`src/rtl/fmem_pkg.sv`:
```
// Shared types and helpers for the filter-coefficient buffer.
package fmem_pkg;

    localparam int DEF_T = 11;
    localparam int DEF_M = 9;

    typedef enum logic [0:0] {
        IDLE = 1'b0,
        RUN  = 1'b1
    } fsm_state_t;

    function automatic int unsigned ptr_inc(input int unsigned ptr, input int unsigned m);
        if (ptr >= (m - 32'd1)) begin
            return 32'd0;
        end else begin
            return ptr + 32'd1;
        end
    endfunction

endpackage

```
`src/rtl/fmem_coeff_buffer_if.sv`:
```
// Load port, control/status and stream port of the coefficient buffer.
interface fmem_coeff_buffer_if #(
    parameter int T = fmem_pkg::DEF_T,
    parameter int M = fmem_pkg::DEF_M
) ();
    localparam int AW = $clog2(M);

    logic          s_load_valid;
    logic          s_load_ready;
    logic [T-1:0]  s_load_data;
    logic          start;
    logic          start_err;
    logic          busy;
    logic          loaded;
    logic          m_valid;
    logic          m_ready;
    logic [T-1:0]  m_data;
    logic [AW-1:0] m_idx;
    logic          m_last;

    modport master (
        output s_load_valid, s_load_data, start, m_ready,
        input  s_load_ready, start_err, busy, loaded, m_valid, m_data, m_idx, m_last
    );

    modport slave (
        input  s_load_valid, s_load_data, start, m_ready,
        output s_load_ready, start_err, busy, loaded, m_valid, m_data, m_idx, m_last
    );
endinterface

```
`src/rtl/fmem_bank.sv`:
```
// M x T coefficient RAM: one write port, one registered read port.
module fmem_bank #(
    parameter  int T  = fmem_pkg::DEF_T,
    parameter  int M  = fmem_pkg::DEF_M,
    localparam int AW = $clog2(M)
) (
    input  logic          clk,
    input  logic          reset_n,
    input  logic          i_we,
    input  logic [AW-1:0] i_waddr,
    input  logic [T-1:0]  i_wdata,
    input  logic          i_re,
    input  logic [AW-1:0] i_raddr,
    output logic [T-1:0]  o_rdata
);
    logic [T-1:0] r_mem [M];
    logic [T-1:0] r_rdata;

    // Storage array; contents deliberately survive reset.
    always_ff @(posedge clk) begin
        if (i_we) begin
            r_mem[i_waddr] <= i_wdata;
        end
    end

    // Read register holds its value whenever no read is issued.
    always_ff @(posedge clk or negedge reset_n) begin
        if (!reset_n) begin
            r_rdata <= {T{1'b0}};
        end else if (i_re) begin
            r_rdata <= r_mem[i_raddr];
        end
    end

    assign o_rdata = r_rdata;
endmodule

```
`src/rtl/fmem_coeff_buffer.sv`:
```
// Loadable coefficient memory streaming M words in index order to the MAC array.
// Define FMEM_DBUF_EN for a shadow bank that loads while the active bank streams.
module fmem_coeff_buffer
    import fmem_pkg::*;
#(
    parameter int T = DEF_T,
    parameter int M = DEF_M
) (
    input logic               clk,
    input logic               reset_n,
    fmem_coeff_buffer_if.slave bus
);
    localparam int            AW       = $clog2(M);
    localparam logic [AW-1:0] LAST_IDX = AW'(M - 1);

    fsm_state_t    r_state, w_state_nxt;
    logic          r_busy, r_loaded, r_m_valid, r_m_last, r_start_err;
    logic [AW-1:0] r_wr_ptr, r_m_idx;
    logic          w_m_valid_nxt, w_start_err_nxt, w_re, w_xfer;
    logic          w_load_ready, w_load_fire, w_loaded_eff;
    logic [AW-1:0] w_m_idx_nxt, w_rd_addr;
    logic [T-1:0]  w_rdata0;

    assign w_load_fire = bus.s_load_valid && w_load_ready;
    assign w_xfer      = r_m_valid && bus.m_ready;

`ifdef FMEM_DBUF_EN
    logic         r_sel, r_rd_sel, r_shadow_full;
    logic         w_swap, w_act_sel;
    logic [T-1:0] w_rdata1;

    // A swap needs a full shadow and an idle stream, so RUN always finishes on its bank.
    assign w_swap       = (r_state == IDLE) && r_shadow_full;
    assign w_act_sel    = w_swap ? ~r_sel : r_sel;
    assign w_load_ready = !r_shadow_full;
    assign w_loaded_eff = r_loaded || w_swap;

    fmem_bank #(.T(T), .M(M)) u_bank0 (
        .clk(clk), .reset_n(reset_n),
        .i_we(w_load_fire && r_sel), .i_waddr(r_wr_ptr), .i_wdata(bus.s_load_data),
        .i_re(w_re && !w_act_sel), .i_raddr(w_rd_addr), .o_rdata(w_rdata0)
    );

    fmem_bank #(.T(T), .M(M)) u_bank1 (
        .clk(clk), .reset_n(reset_n),
        .i_we(w_load_fire && !r_sel), .i_waddr(r_wr_ptr), .i_wdata(bus.s_load_data),
        .i_re(w_re && w_act_sel), .i_raddr(w_rd_addr), .o_rdata(w_rdata1)
    );

    // Bank select, shadow occupancy and which bank's read register feeds m_data.
    always_ff @(posedge clk or negedge reset_n) begin
        if (!reset_n) begin
            r_sel         <= 1'b0;
            r_rd_sel      <= 1'b0;
            r_shadow_full <= 1'b0;
        end else begin
            if (w_swap) begin
                r_sel         <= ~r_sel;
                r_shadow_full <= 1'b0;
            end else if (w_load_fire && (r_wr_ptr == LAST_IDX)) begin
                r_shadow_full <= 1'b1;
            end
            if (w_re) begin
                r_rd_sel <= w_act_sel;
            end
        end
    end

    assign bus.m_data = r_rd_sel ? w_rdata1 : w_rdata0;
`else
    assign w_load_ready = !r_busy;
    assign w_loaded_eff = r_loaded;

    fmem_bank #(.T(T), .M(M)) u_bank0 (
        .clk(clk), .reset_n(reset_n),
        .i_we(w_load_fire), .i_waddr(r_wr_ptr), .i_wdata(bus.s_load_data),
        .i_re(w_re), .i_raddr(w_rd_addr), .o_rdata(w_rdata0)
    );

    assign bus.m_data = w_rdata0;
`endif

    // Next-state logic; the read for word i+1 is issued in the cycle word i transfers.
    always_comb begin
        w_state_nxt     = r_state;
        w_m_valid_nxt   = r_m_valid;
        w_m_idx_nxt     = r_m_idx;
        w_start_err_nxt = 1'b0;
        w_re            = 1'b0;
        w_rd_addr       = {AW{1'b0}};
        case (r_state)
            IDLE: begin
                if (bus.start && w_loaded_eff) begin
                    w_state_nxt   = RUN;
                    w_m_valid_nxt = 1'b1;
                    w_m_idx_nxt   = {AW{1'b0}};
                    w_re          = 1'b1;
                end else if (bus.start) begin
                    w_start_err_nxt = 1'b1;
                end else begin
                    w_state_nxt = IDLE;
                end
            end
            RUN: begin
                w_start_err_nxt = bus.start;
                if (w_xfer && (r_m_idx == LAST_IDX)) begin
                    w_state_nxt   = IDLE;
                    w_m_valid_nxt = 1'b0;
                end else if (w_xfer) begin
                    w_m_idx_nxt = AW'(ptr_inc(32'(r_m_idx), M));
                    w_re        = 1'b1;
                    w_rd_addr   = w_m_idx_nxt;
                end else begin
                    w_state_nxt = RUN;
                end
            end
            default: begin
                w_state_nxt   = IDLE;
                w_m_valid_nxt = 1'b0;
            end
        endcase
    end

    // State and registered stream/status outputs.
    always_ff @(posedge clk or negedge reset_n) begin
        if (!reset_n) begin
            r_state     <= IDLE;
            r_busy      <= 1'b0;
            r_m_valid   <= 1'b0;
            r_m_idx     <= {AW{1'b0}};
            r_m_last    <= 1'b0;
            r_start_err <= 1'b0;
        end else begin
            r_state     <= w_state_nxt;
            r_busy      <= (w_state_nxt == RUN);
            r_m_valid   <= w_m_valid_nxt;
            r_m_idx     <= w_m_idx_nxt;
            r_m_last    <= w_m_valid_nxt && (w_m_idx_nxt == LAST_IDX);
            r_start_err <= w_start_err_nxt;
        end
    end

    // Write pointer and filter-complete flag.
    always_ff @(posedge clk or negedge reset_n) begin
        if (!reset_n) begin
            r_wr_ptr <= {AW{1'b0}};
            r_loaded <= 1'b0;
        end else begin
            if (w_load_fire) begin
                r_wr_ptr <= AW'(ptr_inc(32'(r_wr_ptr), M));
            end
`ifdef FMEM_DBUF_EN
            if (w_swap) begin
                r_loaded <= 1'b1;
            end
`else
            if (w_load_fire && (r_wr_ptr == LAST_IDX)) begin
                r_loaded <= 1'b1;
            end
`endif
        end
    end

    assign bus.s_load_ready = w_load_ready;
    assign bus.start_err    = r_start_err;
    assign bus.busy         = r_busy;
    assign bus.loaded       = r_loaded;
    assign bus.m_valid      = r_m_valid;
    assign bus.m_idx        = r_m_idx;
    assign bus.m_last       = r_m_last;
endmodule

```
`src/flat_wrapper.sv`:
```
// flat-port wrapper written by rule: the top's interface ports become plain ports
module fmem_coeff_buffer_flat import fmem_pkg::*;
#(
    parameter int T = DEF_T,
    parameter int M = DEF_M
)
  (clk, reset_n, bus_s_load_valid, bus_s_load_data, bus_start, bus_m_ready, bus_s_load_ready, bus_start_err, bus_busy, bus_loaded, bus_m_valid, bus_m_data, bus_m_idx, bus_m_last);
  fmem_coeff_buffer_if #(.T(T), .M(M)) bus_i ();
  input logic clk;
  input logic reset_n;
  input wire logic [$bits(bus_i.s_load_valid)-1:0] bus_s_load_valid;
  input wire logic [$bits(bus_i.s_load_data)-1:0] bus_s_load_data;
  input wire logic [$bits(bus_i.start)-1:0] bus_start;
  input wire logic [$bits(bus_i.m_ready)-1:0] bus_m_ready;
  output wire logic [$bits(bus_i.s_load_ready)-1:0] bus_s_load_ready;
  output wire logic [$bits(bus_i.start_err)-1:0] bus_start_err;
  output wire logic [$bits(bus_i.busy)-1:0] bus_busy;
  output wire logic [$bits(bus_i.loaded)-1:0] bus_loaded;
  output wire logic [$bits(bus_i.m_valid)-1:0] bus_m_valid;
  output wire logic [$bits(bus_i.m_data)-1:0] bus_m_data;
  output wire logic [$bits(bus_i.m_idx)-1:0] bus_m_idx;
  output wire logic [$bits(bus_i.m_last)-1:0] bus_m_last;
  assign bus_i.s_load_valid = bus_s_load_valid;
  assign bus_i.s_load_data = bus_s_load_data;
  assign bus_i.start = bus_start;
  assign bus_i.m_ready = bus_m_ready;
  assign bus_s_load_ready = bus_i.s_load_ready;
  assign bus_start_err = bus_i.start_err;
  assign bus_busy = bus_i.busy;
  assign bus_loaded = bus_i.loaded;
  assign bus_m_valid = bus_i.m_valid;
  assign bus_m_data = bus_i.m_data;
  assign bus_m_idx = bus_i.m_idx;
  assign bus_m_last = bus_i.m_last;
  fmem_coeff_buffer #(.T(T), .M(M)) u_core (.clk(clk), .reset_n(reset_n), .bus(bus_i));
endmodule
```
`config.mk`:
```
export PLATFORM = sky130hd
export DESIGN_NAME = fmem_coeff_buffer_flat
export DESIGN_NICKNAME = d
export VERILOG_FILES = /design/src/rtl/fmem_pkg.sv /design/src/rtl/fmem_coeff_buffer_if.sv /design/src/rtl/fmem_bank.sv /design/src/rtl/fmem_coeff_buffer.sv /design/src/flat_wrapper.sv
export SDC_FILE = /design/constraint.sdc
export NUM_CORES = 1
export LEC_CHECK = 0
export BUFFER_PORTS_ARGS = -buffer_cell sky130_fd_sc_hd__buf_2
export CAP_MARGIN = 20
export CORE_MARGIN = 8
export CORE_UTILIZATION = 30
export CTS_BUF_LIST = sky130_fd_sc_hd__clkbuf_8 sky130_fd_sc_hd__clkbuf_16
export DETAILED_ROUTE_END_ITERATION = 6
export GPL_ROUTABILITY_DRIVEN = 0
export PLACE_DENSITY = 0.44
export SLEW_MARGIN = 20
export SYNTH_ARGS = -nofsm -noshare
export SYNTH_HDL_FRONTEND = slang
export SYNTH_SLANG_ARGS = --single-unit
```
`constraint.sdc`:
```
create_clock -name clk -period 4.8 [get_ports clk]
set_input_delay 0.96 -clock clk [delete_from_list [all_inputs] [get_ports clk]]
set_output_delay 0.96 -clock clk [all_outputs]
set_load 0.005 [all_outputs]
```
# After elaboration in Yosys (flattened, before gate mapping)
# Memory sizes are Yosys's and may differ from the RTL's. A register that Yosys moved wholly into a read port is not among the register bits.
# Cells that the tools add are included.
# totals
n_memories	1
input_bits	16
mem_bits_rw	99
wordCells	47
register_bits	13
# mem_list
name	words	word_bits	read_ports	rd_ports_with_merged_regs	wr	line_no	rtl
u_core.u_bank0.r_mem	9	11	1	1	1	fmem_bank.sv:16	logic [T-1:0] r_mem [M];
# op_classes
addsub	2
reduce_logical	8
bitwise	1
eq_ne	3
muxes	23
order_cmp	2
# op_table
operator	count
4-bit two-way mux	8
4-bit equality test (second input constant)	3
1-bit two-way mux	10
4-bit by 1-bit adder with 4-bit output (second input constant)	2
4-bit >= comparator (second input constant)	2
1-bit case mux with 2 select lines	4
4-bit case mux with 2 select lines	1
1-bit logical AND	6
1-bit logical NOT	2
1-bit NOT	1

# Longest topological paths before layout
# logic_depth
word_depth	7
mapped_depth	9

# Modules after synthesis
# Synthesis repeated with hierarchy kept, for this count alone.
# hier_totals
hier_cells	313
area_unflattened_um2	4958.5
# modules_own_cells
mod	cells_per_inst	area_per_inst_um2	seq_area_each_um2	instances
fmem_bank	247	4277.9	3248.1	1
fmem_coeff_buffer	66	680.7	325.3	1

# Least setup slack after synthesis
# OpenSTA, ideal clock, no wires.
# synth_timing
path_type	in2reg
startpoint	input bus_s_load_valid
endpoint	memory u_core.u_bank0.r_mem[8][0] (netlist bit) (enable)
path_buffers	0
arrival_ns	1.992
t_required_ns	4.405
path_stages	2
setup_time_ns	0.395
slack_ns	2.413
cell_sequence	nand2_1 -> nor3_1
# synth_via
elab_chain_len	3
# synth_rtl
item	line_no	rtl
from (decl)	flat_wrapper.sv:11	input wire logic [$bits(bus_i.s_load_valid)-1:0] bus_s_load_valid;
1-bit logical AND	fmem_coeff_buffer.sv:24	assign w_load_fire = bus.s_load_valid && w_load_ready;
1-bit two-way mux	fmem_bank.sv:21	if (i_we) begin
1-bit two-way mux (not written as such)	fmem_bank.sv:22	r_mem[i_waddr] <= i_wdata;
to (decl)	fmem_bank.sv:16	
# No other way between the ends.

# Worst setup path after layout
# layout_timing
startpoint	register u_core.r_m_idx[0] (netlist: u_core.bus.m_idx[0])
endpoint	register u_core.u_bank0.r_rdata[8] (netlist: u_core.u_bank0.o_rdata[8]), read port of u_core.u_bank0.r_mem
# layout_via
elab_chain_len	5
# layout_rtl
item	line_no	rtl
from (decl)	fmem_coeff_buffer.sv:18	logic [AW-1:0] r_wr_ptr, r_m_idx;
from (signal assigned)	fmem_coeff_buffer.sv:130	r_m_idx <= {AW{1'b0}};
from (signal assigned)	fmem_coeff_buffer.sv:137	r_m_idx <= w_m_idx_nxt;
4-bit by 1-bit adder with 4-bit output / 4-bit >= comparator (equally long branches)	fmem_pkg.sv:16, fmem_pkg.sv:13	
4-bit two-way mux	fmem_pkg.sv:13	if (ptr >= (m - 32'd1)) begin
4-bit two-way mux	fmem_coeff_buffer.sv:109	end else if (w_xfer) begin
4-bit two-way mux	fmem_coeff_buffer.sv:106	if (w_xfer && (r_m_idx == LAST_IDX)) begin
4-bit two-way mux	fmem_coeff_buffer.sv:91	case (r_state)
to (decl)	fmem_bank.sv:17	logic [T-1:0] r_rdata;
# Several ways; a longest one is shown, not always the timed one.
# A chain may end at the register's enable or synchronous reset.

==> impl_metrics.env <==
export IMPL_regToRegEndpoint="u_core.u_bank0.o_rdata[8]$_DFFE_PN0P_"
export IMPL_min_cycle_time_layout_ps=2940
export IMPL_cts_resized=0
export IMPL_io_pin_count=37
export IMPL_worst_slew_pin_transition_ps=923
export IMPL_setup_worst_path_start="u_core.bus.m_idx[0]$_DFF_PN0_"
export IMPL_worst_path_max_fanout=20
export IMPL_global_route_usage_total_pct=12.3
export IMPL_clock_path_buffers=2
export IMPL_layout_commonest_cell="sky130_fd_sc_hd__edfxtp_1"
export IMPL_postCtsSetupBuffers=0
export IMPL_timing_slew_headroom_pct=38.3
export IMPL_initial_utilization_pct=30.7
export IMPL_dominantRegCellSynth="sky130_fd_sc_hd__edfxtp_1"
export IMPL_synthArstFlopShare_pct=19.5
export IMPL_clock_sinks=123
export IMPL_cts_root_buf="sky130_fd_sc_hd__clkbuf_16"
export IMPL_run_status="finished, final reports clean"
export IMPL_net_count_synth=320
export IMPL_setup_tns_final_ps=0
export IMPL_cts_buffers_inserted=17
export IMPL_count_of_cells_along_the_worst_register_to_register_path=9
export IMPL_final_max_slew_violation_count=0
export IMPL_drv_max_cap_violation_count=0
export IMPL_report_final_setup_viol=0
export IMPL_critical_path_endpoint="u_core.u_bank0.o_rdata[8]$_DFFE_PN0P_"
export IMPL_avgViaCountPerCell=4.87
export IMPL_die_y_um=144
export IMPL_cts_hold_buf=0
export IMPL_powerDensity_nw_per_um2=567
export IMPL_worst_skew_pair_late_latency_ps=410
export IMPL_drt_initial_drc_count=172
export IMPL_detail_route_antenna_nets=0
export IMPL_whs_ps=482
export IMPL_nets=367
export IMPL_postSynthRegisterBits=123
export IMPL_min_period_over_period_pct=61.2
export IMPL_clk_skew_ps=8.62
export IMPL_num_vias=2797
export IMPL_postRouteWirelength_um=11900
export IMPL_cp_start_kind="register"
export IMPL_synth_warnings=0
export IMPL_worst_endpoint_required_ps=5110
export IMPL_routed_wire_length_per_instance_um=20.7
export IMPL_critPathArrivalTime_ps=3250
export IMPL_grt_overflow=0
export IMPL_worst_path_class_setup="register to register"
export IMPL_setup_worst_path_end_class="register"
export IMPL_ys_types=49
export IMPL_count_of_antenna_diodes_in_the_layout=0
export IMPL_vdd_ir_drop_worst_uv=244
export IMPL_synth_edff_count=99
export IMPL_hpwl_um=7720
export IMPL_cts_htree_levels=4
export IMPL_wire_length_of_the_first_global_routing_pass_um=18000
export IMPL_area_added_between_synthesis_and_finish_pct=19.9
export IMPL_syn_inst=298
export IMPL_number_of_antenna_violations_at_the_first_check_in_global_routing=0
export IMPL_core_region_area_sq_um=15900
export IMPL_drcViolationCount=0
export IMPL_cts_tree="built"
export IMPL_largest_net_degree_at_the_start_of_global_routing=25
export IMPL_report_final_hold_viol_count=0
export IMPL_setup_reg_to_reg_worst_slack_ps=1860
export IMPL_hold_crit_path_type="register to register"
export IMPL_total_leakage_power_nw=2.09
export IMPL_row_count=46
export IMPL_firstDrtPassIters=4
export IMPL_via_count_of_the_first_global_routing_pass=2923
export IMPL_die_area_sq_um=20700
export IMPL_fp_dieW_um=144
export IMPL_grt_setup_unrepaired="false"
export IMPL_yosysSeqAreaShare_pct=73.0
export IMPL_layout_common_cells="sky130_fd_sc_hd__edfxtp_1, sky130_fd_sc_hd__buf_2, sky130_fd_sc_hd__dfrtp_1, sky130_fd_sc_hd__mux2_2, sky130_fd_sc_hd__clkbuf_16"
export IMPL_port_buf_inserts=36
export IMPL_r2r_start="u_core.bus.m_idx[0]$_DFF_PN0_"
export IMPL_maxClockFrequency_mhz=341
export IMPL_post_route_cells_drive_above_1_share_pct=26.8
export IMPL_synth_cell_area_sq_um=4890
export IMPL_syn_avg_cell_area_sq_um=16.4
export IMPL_clk_transition_reported_paths_ps=50
how the worst min path moves through the flow:
stage	from	endpoint	slack, ps	cells after the start
3_5_place_dp	u_core.u_bank0.r_mem[8][10]$_DFFE_PP_	u_core.u_bank0.o_rdata[10]$_DFFE_PN0P_	470	2
4_1_cts	u_core.u_bank0.r_mem[8][10]$_DFFE_PP_	u_core.u_bank0.o_rdata[10]$_DFFE_PN0P_	490	2
3_3_place_gp	u_core.u_bank0.r_mem[8][7]$_DFFE_PP_	u_core.u_bank0.o_rdata[7]$_DFFE_PN0P_	470	2
5_1_grt	u_core.u_bank0.r_mem[8][4]$_DFFE_PP_	u_core.u_bank0.o_rdata[4]$_DFFE_PN0P_	510	2
2_1_floorplan	u_core.u_bank0.r_mem[8][8]$_DFFE_PP_	u_core.u_bank0.o_rdata[8]$_DFFE_PN0P_	450	2
6_report	u_core.u_bank0.r_mem[8][10]$_DFFE_PP_	u_core.u_bank0.o_rdata[10]$_DFFE_PN0P_	480	2
critical path, cell delays in order (launching register included):
cell                       delay (ps)
sky130_fd_sc_hd__dfrtp_1          930
sky130_fd_sc_hd__inv_1            250
sky130_fd_sc_hd__ha_1             290
sky130_fd_sc_hd__nand3b_1         130
sky130_fd_sc_hd__a21oi_1           80
sky130_fd_sc_hd__buf_4            200
sky130_fd_sc_hd__nor2_1           310
sky130_fd_sc_hd__buf_4            230
sky130_fd_sc_hd__o221ai_1         140
sky130_fd_sc_hd__o31ai_1          260
state kept, by name (all words and copies together) (netlist names):
register                cells
u_core.bus.m_idx            4
u_core.bus.m_last           1
u_core.u_bank0.r_mem       99
u_core.bus.loaded           1
u_core.r_state              1
u_core.bus.start_err        1
u_core.r_wr_ptr             4
u_core.bus.m_valid          1
u_core.u_bank0.o_rdata     11
synth_stat cells, types with 2 or more instances:
cell | n | area [sq um]
sky130_fd_sc_hd__nor2_1 | 9 | 33.8
sky130_fd_sc_hd__nand2_1 | 8 | 30.0
sky130_fd_sc_hd__buf_4 | 5 | 37.5
sky130_fd_sc_hd__ha_1 | 6 | 75.1
sky130_fd_sc_hd__buf_2 | 3 | 15.0
sky130_fd_sc_hd__nand2b_1 | 2 | 12.5
sky130_fd_sc_hd__nand4_2 | 2 | 25.0
sky130_fd_sc_hd__a22oi_1 | 11 | 82.6
sky130_fd_sc_hd__nand3_1 | 3 | 15.0
sky130_fd_sc_hd__inv_1 | 5 | 18.8
sky130_fd_sc_hd__a32o_1 | 2 | 20.0
sky130_fd_sc_hd__o221ai_1 | 12 | 105
sky130_fd_sc_hd__o21ai_0 | 6 | 30.0
sky130_fd_sc_hd__edfxtp_1 | 99 | 2970
sky130_fd_sc_hd__and2_1 | 8 | 50.1
sky130_fd_sc_hd__nor3_1 | 4 | 20.0
sky130_fd_sc_hd__mux2_2 | 19 | 214
sky130_fd_sc_hd__nand2_2 | 2 | 12.5
sky130_fd_sc_hd__o22ai_1 | 9 | 56.3
sky130_fd_sc_hd__mux2i_1 | 2 | 20.0
sky130_fd_sc_hd__buf_6 | 3 | 33.8
sky130_fd_sc_hd__a21oi_1 | 3 | 15.0
sky130_fd_sc_hd__o32ai_1 | 9 | 78.8
sky130_fd_sc_hd__o21ai_1 | 9 | 45.0
sky130_fd_sc_hd__or2_1 | 8 | 50.1
sky130_fd_sc_hd__dfrtp_1 | 24 | 601
sky130_fd_sc_hd__a21o_1 | 3 | 22.5
cells by family (layout without fill, tap and decap cells):
| family | count (synthesis) | count (layout) | share of synthesized area [%] |
|---|---|---|---|
| AOI/OAI and AO/OA | 69 | 69 | 10.1 |
| DFF | 123 | 123 | 73.0 |
| and+or+nand+nor | 59 | 59 | 7.26 |
| muxes | 22 | 22 | 5.32 |
| xor gates and xnor gates | 2 | 2 | 0.511 |
| buffers and inverters | 17 | 77 | 2.22 |
| adders and majority gates | 6 | 6 | 1.53 |
report_power, final:
part	switching, mW	internal, mW	leakage (nW)
clock network	0.425	0.790	0.292
logic	0.374	0.271	0.596
registers	0.134	1.33	1.20
through the flow:
| step | power, mW | util (%) | setup slack [ps] | instances | area [sq um] |
|---|---|---|---|---|---|
| 6_report | 3.33 | 36.8 | 1860 | 574 | 5870 |
| 3_5_place_dp | 2.15 | 33.2 | 1790 | 542 | 5300 |
| 2_1_floorplan | 1.88 | - | 2410 | 298 | 4890 |
| 5_1_grt | 3.49 | 36.8 | 1590 | 574 | 5870 |
| 3_3_place_gp | 2.14 | 33.2 | 1540 | 542 | 5290 |
| 4_1_cts | 3.37 | 36.8 | 1810 | 574 | 5870 |
cell type report:
type                       instances  area, sq um
clock buffer                      20          467
clock inverter                    12          105
fill                            1548        10100
inverter                           5         18.8
multi-input combinational        158         1220
sequential                       123         3570
tap                              216          270
timing repair buffer              40          210
routing by layer:
layer  global-route usage, %  vias up  share of wire [%]
met5                       0        -                  0
met1                    14.8     1458                 45
met4                    5.64        0                1.3
li1                        -     1288                  -
met3                    3.05       11                2.6
met2                    20.3       40                 51
Note: power is estimated with default switching activity, not from simulation.
